**src/rtl/gpio_bus_master.sv**
```systemverilog
// Bus initiator for the fast GPIO register interface: queues write/read
// commands, issues one registered bus phase per command, and returns read data.
module gpio_bus_master #(
  parameter int WIDTH   = 32,
  parameter int DEPTH   = 4,
  parameter int RD_WAIT = 1
) (
  input  logic             clk,
  input  logic             reset,

  input  logic             cmd_valid,
  output logic             cmd_ready,
  input  logic             cmd_write,
  input  logic [2:0]       cmd_addr,
  input  logic [WIDTH-1:0] cmd_wdata,

  output logic             sel,
  output logic             w_en,
  output logic             rw_en,
  output logic [WIDTH-1:0] addr,
  output logic [WIDTH-1:0] wdata,
  input  logic [WIDTH-1:0] rdata,

  output logic             rsp_valid,
  output logic [WIDTH-1:0] rsp_data,
  input  logic             rsp_ready,

  output logic             busy,
  output logic [7:0]       err_count
);

  localparam int PTR_W  = (DEPTH > 1) ? $clog2(DEPTH) : 1;
  localparam int CNT_W  = PTR_W + 1;
  localparam int WAIT_W = 3;

  typedef enum logic [1:0] {
    S_IDLE,
    S_WRITE,
    S_READ,
    S_RESP
  } state_e;

  // Command FIFO
  logic             fifo_write_q [DEPTH];
  logic [2:0]       fifo_addr_q  [DEPTH];
  logic [WIDTH-1:0] fifo_wdata_q [DEPTH];

  logic [PTR_W-1:0] wr_ptr_q, wr_ptr_d;
  logic [PTR_W-1:0] rd_ptr_q, rd_ptr_d;
  logic [CNT_W-1:0] count_q,  count_d;

  logic             push;
  logic             pop;
  logic             fifo_empty;
  logic             head_write;
  logic [2:0]       head_addr;
  logic [WIDTH-1:0] head_wdata;

  // FSM and registered bus/response state
  state_e            state_q,     state_d;
  logic              sel_q,       sel_d;
  logic              w_en_q,      w_en_d;
  logic              rw_en_q,     rw_en_d;
  logic [WIDTH-1:0]  addr_q,      addr_d;
  logic [WIDTH-1:0]  wdata_q,     wdata_d;
  logic [WAIT_W-1:0] wait_q,      wait_d;
  logic              rsp_valid_q, rsp_valid_d;
  logic [WIDTH-1:0]  rsp_data_q,  rsp_data_d;
  logic [7:0]        err_q,       err_d;

  assign fifo_empty = (count_q == '0);
  assign cmd_ready  = (count_q != CNT_W'(DEPTH));
  assign push       = cmd_valid && cmd_ready;

  assign head_write = fifo_write_q[rd_ptr_q];
  assign head_addr  = fifo_addr_q[rd_ptr_q];
  assign head_wdata = fifo_wdata_q[rd_ptr_q];

  // NOTE: the entry storage has no reset; count_q alone decides which
  // entries are valid, so clearing the array would only cost flops.
  always_ff @(posedge clk) begin
    if (push) begin
      fifo_write_q[wr_ptr_q] <= cmd_write;
      fifo_addr_q[wr_ptr_q]  <= cmd_addr;
      fifo_wdata_q[wr_ptr_q] <= cmd_wdata;
    end
  end

  always_comb begin
    wr_ptr_d = wr_ptr_q;
    rd_ptr_d = rd_ptr_q;
    count_d  = count_q;
    if (push) begin
      wr_ptr_d = wr_ptr_q + PTR_W'(1);
    end
    if (pop) begin
      rd_ptr_d = rd_ptr_q + PTR_W'(1);
    end
    case ({push, pop})
      2'b10:   count_d = count_q + CNT_W'(1);
      2'b01:   count_d = count_q - CNT_W'(1);
      default: count_d = count_q;
    endcase
  end

  // NOTE: every signal driven here gets a default first, so no path through
  // the case statement can leave one unassigned and infer a latch.
  always_comb begin
    state_d     = state_q;
    pop         = 1'b0;
    sel_d       = 1'b0;
    w_en_d      = 1'b0;
    rw_en_d     = 1'b0;
    addr_d      = '0;
    wdata_d     = '0;
    wait_d      = wait_q;
    rsp_valid_d = rsp_valid_q;
    rsp_data_d  = rsp_data_q;
    err_d       = err_q;

    case (state_q)
      S_IDLE: begin
        if (!fifo_empty) begin
          pop = 1'b1;
          if (head_addr >= 3'd6) begin
            // Illegal register: drop silently apart from the error count.
            if (err_q != 8'hFF) begin
              err_d = err_q + 8'd1;
            end
          end else if (head_write) begin
            state_d = S_WRITE;
            sel_d   = 1'b1;
            w_en_d  = 1'b1;
            addr_d  = WIDTH'(head_addr);
            wdata_d = head_wdata;
          end else begin
            state_d = S_READ;
            sel_d   = 1'b1;
            rw_en_d = 1'b1;
            addr_d  = WIDTH'(head_addr);
            wait_d  = WAIT_W'(RD_WAIT);
          end
        end
      end

      S_WRITE: begin
        state_d = S_IDLE;
      end

      S_READ: begin
        if (wait_q != '0) begin
          sel_d   = 1'b1;
          rw_en_d = 1'b1;
          addr_d  = addr_q;
          wait_d  = wait_q - WAIT_W'(1);
        end else begin
          rsp_data_d  = rdata;
          rsp_valid_d = 1'b1;
          state_d     = S_RESP;
        end
      end

      S_RESP: begin
        if (rsp_ready) begin
          rsp_valid_d = 1'b0;
          state_d     = S_IDLE;
        end
      end

      default: begin
        state_d = S_IDLE;
      end
    endcase
  end

  // NOTE: state is updated with non-blocking assignments so every register
  // samples the pre-edge values, independent of statement order.
  always_ff @(posedge clk or posedge reset) begin
    if (reset) begin
      wr_ptr_q    <= '0;
      rd_ptr_q    <= '0;
      count_q     <= '0;
      state_q     <= S_IDLE;
      sel_q       <= 1'b0;
      w_en_q      <= 1'b0;
      rw_en_q     <= 1'b0;
      addr_q      <= '0;
      wdata_q     <= '0;
      wait_q      <= '0;
      rsp_valid_q <= 1'b0;
      rsp_data_q  <= '0;
      err_q       <= '0;
    end else begin
      wr_ptr_q    <= wr_ptr_d;
      rd_ptr_q    <= rd_ptr_d;
      count_q     <= count_d;
      state_q     <= state_d;
      sel_q       <= sel_d;
      w_en_q      <= w_en_d;
      rw_en_q     <= rw_en_d;
      addr_q      <= addr_d;
      wdata_q     <= wdata_d;
      wait_q      <= wait_d;
      rsp_valid_q <= rsp_valid_d;
      rsp_data_q  <= rsp_data_d;
      err_q       <= err_d;
    end
  end

  assign sel       = sel_q;
  assign w_en      = w_en_q;
  assign rw_en     = rw_en_q;
  assign addr      = addr_q;
  assign wdata     = wdata_q;
  assign rsp_valid = rsp_valid_q;
  assign rsp_data  = rsp_data_q;
  assign err_count = err_q;
  assign busy      = (state_q != S_IDLE) || !fifo_empty;

endmodule

```
**config.mk**
```make
export PLATFORM = sky130hd
export DESIGN_NAME = gpio_bus_master
export DESIGN_NICKNAME = d
export VERILOG_FILES = /design/src/rtl/gpio_bus_master.sv
export SDC_FILE = /design/constraint.sdc
export NUM_CORES = 1
export LEC_CHECK = 0
export BUFFER_PORTS_ARGS = -buffer_cell sky130_fd_sc_hd__buf_2
export CAP_MARGIN = 10
export CORE_MARGIN = 1
export CORE_UTILIZATION = 30
export CTS_CLUSTER_SIZE = 28
export DETAILED_ROUTE_END_ITERATION = 7
export GPL_TIMING_DRIVEN = 0
export SETUP_SLACK_MARGIN = 0.4
export SKIP_CTS_REPAIR_TIMING = 1
export SLEW_MARGIN = 0
export SYNTH_ARGS = -nofsm -noshare
export SYNTH_HDL_FRONTEND = slang
export SYNTH_SLANG_ARGS = --single-unit
```
**constraint.sdc**
```tcl
create_clock -name clk -period 3.86 [get_ports clk]
set_input_delay 0.193 -clock clk [delete_from_list [all_inputs] [get_ports clk]]
set_output_delay 0.193 -clock clk [all_outputs]
set_load 0.005 [all_outputs]
```
==> reports/results.ini <==
[global_route]
grt.overflow.total=0
grt_pass1_vias=4825
track_usage_pct=11.5
antenna_found_initial=1
grt_max_degree=58
grt_pass1_wl_mm=26.8

[logic_synthesis]
ys.flop_type=edfxtp_1
async_flop_share_pct=38.7
syn-cell-area_um2=9030
synth.avg_cell_area_um2=18.3
synth-edff-count=144
synth_seq_area_share_pct=73.1
synth_cells=493
synth_warnings=0
ys_ff_latch=235
ys_types=38

[timing]
setup_ws_ps=1390
worstMarginPinSlew_ps=670
skew_ps=15.9
maxSlewHeadroom_pct=55.3
setup-violations-final=0
period_needed_ps=2470
fin_crit_sh_pct=64.0
report.final.slew_viol_count=0
rsz0062_at_grt=no
fmax_mhz=405
final_hold_viol_count=0

[cells_and_area]
syn_to_final_growth_pct=34.5
multi_input_area_um2=2190
fillers=2686
final_util_pct=41.0
final_layout_size_suffix_gt1_share_pct=40.4
regArea_um2=6600
fin_nets=859

[setup_path]
crit_end=count_q[2]
cp_data_required_time_ps=4320
max_stage_delay_ps=390
crit_path_start_kind=register
path_class=reg -> reg
cp_common_cell=xor2_1
crit_path_top_delay_cell=or2_2
cp_top_family=simple AND/OR/NAND/NOR gates
end_kind=register
reg2reg_slack_ps=1390
startpoint=state_q[1]
cp_max_fo=9
r2r-start=state_q[1]
cp_cell_sequence=clkbuf_1 -> or2_2 -> nor2_2 -> ha_1 -> inv_1 -> fa_1 -> xor2_1 -> nor2_1 -> xor2_1
reg2reg_depth=9
timing.rr.end=count_q[2]
worstPathArrival_ps=2930
path_buf_inv=2
worst-path-stages=9

[drt]
vias=5034
drc_errors=0
routed_wl_mm=18.5
drt-wirelength-per-cell_um=15.6
vias_per_cell=4.23
drt_iter0_drc=163
drtPass1Iterations=4
antenna_left=0

[power_and_ir_drop]
p_switching_mw=2.51
cellPowerDensity_nw_per_um2=726
p_leak_nw=4.99
power.internal_mw=6.31
comb_power_share_pct=28.9
seqPwrFrac_pct=41.3
switching_share_pct=28.4
clkPwrFrac_pct=29.8
ir_drop_mv=0.420

[cts]
clock-root-buffer=clkbuf_16
clock-sinks=235
cts_tree=done
htree_levels=1
cts_made_buffers=28
insertion_delay_ps=550
clockBufferDepth=3
path_clk_slew_ps=60

[die]
coreArea_um2=29600
die_area_um2=30800
dieHeight_um=176
ios=182
die_w_um=176
rows=63
start_util_pct=30.5

[placed_design]
place_congestion=0.726
place_ws_ps=1430
port_buffers=152
dpl.hpwl_mm=11.2

[run_status]
outcome=completed

[job]
cap_viol_max_count=0

[hold_path]
hp-class=in -> reg

worst min-delay path by stage:
stage                             start                  end  slack [ps]  cells after the start
after floorplan             cmd_addr[0]    fifo_addr_q[0][0]         290                      0
after global placement    cmd_wdata[21]  fifo_wdata_q[2][21]         410                      1
after detailed placement          reset         rsp_data[12]         290                      2
after CTS                         reset         rsp_data[12]        -310                      2
after global routing          cmd_valid          wr_ptr_q[0]         110                      3
final                         cmd_valid          wr_ptr_q[0]          90                      3
flip-flops by register name (all words and copies together), names as in the netlist:
signal	cells
fifo_wdata_q	128
rsp_data	32
wdata	32
fifo_addr_q	12
err_count	8
fifo_write_q	4
addr	3
count_q	3
wait_q	3
rd_ptr_q	2
state_q	2
wr_ptr_q	2
rsp_valid	1
rw_en	1
sel	1
w_en	1
logic make-up (layout without fill, tap and decap cells):
logic type      after synthesis  in the layout  synth area share, %
flops                       235            235                 73.1
simple gates                 94             94                 5.89
mux                          73             73                 13.5
buf+inv                      57            336                 3.88
xor+xnor                     13             13                 1.26
compound gates               11             11                0.970
fa+ha+maj                     9              9                 1.33
other cells                   1             30               0.0415
final cells by class:
class	instances	share of cell area, %
diodes	1	0.0206
flip-flops and latches	235	54.3
well taps	390	4.02
plain buffers	47	2.57
clock inverters	13	1.37
inverters	10	0.329
clock buffers	39	6.43
multi-input cells	229	18.0
repair buffers	227	12.9
metrics by stage:
step	setup TNS, ps	hold slack [ps]	area [um^2]	cells	power [mW]
floorplan	0	292	9140	521	5.32
global placement	-28860	408	10400	1063	6.17
detailed placement	0	288	10500	1068	6.24
CTS	0	-307	11400	1120	8.95
global route	0	112	12200	1191	9.38
finish	0	87.1	12200	1191	8.82
power groups by stage:
stage / registers [mW] / clock network, mW / logic, mW
after floorplan: 3.71 / 0 / 1.61
after global placement: 3.70 / 0 / 2.47
after detailed placement: 3.69 / 0 / 2.55
after CTS: 3.65 / 2.73 / 2.57
after global routing: 3.71 / 2.83 / 2.84
final: 3.64 / 2.63 / 2.55
layout by cell type, fill, tap and decap left out, drive strengths merged:
master	n
o21ai	6
and4	1
xnor2	7
nor3	2
mux2i	3
nand4b	1
and4bb	1
mux2	34
mux4	36
clkinvlp	1
nand3b	1
o22ai	1
clkbuf	44
a2111oi	1
buf	199
bufinv	3
ha	8
and2	1
inv	11
a21oi	2
clkinv	8
dlygate4sd3	70
nor2b	34
diode	1
nand3	6
or2	2
nand4	5
nor3b	1
edfxtp	144
xor2	6
fa	1
and3	6
dfrtp	91
a32o	1
nor2	10
conb	29
nand2	21
nand2b	2
metal layers:
layer / global-route usage, % / routed length (um) / vias up
met5: 0 / 0 / -
met4: 3.55 / 420 / 0
met3: 3.79 / 1300 / 31
met2: 19.3 / 8880 / 193
met1: 13.9 / 7930 / 2463
li1: - / - / 2347
tightest hold or removal path: stages:
cell	delay, ps
buf_2	120
and2_1	200
xnor2_1	80
Yosys cell counts, drive strengths merged (2+ instances only):
cell / number / area (um^2)
xnor2: 7 / 61.3
o21ai: 6 / 30.0
or2: 2 / 12.5
a21oi: 2 / 13.8
nor2b: 34 / 213
clkbuf: 5 / 18.8
nand2b: 2 / 12.5
mux4: 36 / 811
nor2: 10 / 40.0
mux2: 34 / 383
dfrtp: 91 / 2280
nand4: 5 / 31.3
mux2i: 3 / 30.0
nand2: 21 / 78.8
xor2: 6 / 52.6
nand3: 6 / 30.0
ha: 8 / 100
edfxtp: 144 / 4320
buf: 42 / 294
nor3: 2 / 20.0
inv: 10 / 37.5
and3: 6 / 37.5
No activity file was read; power rests on OpenSTA's default activity.
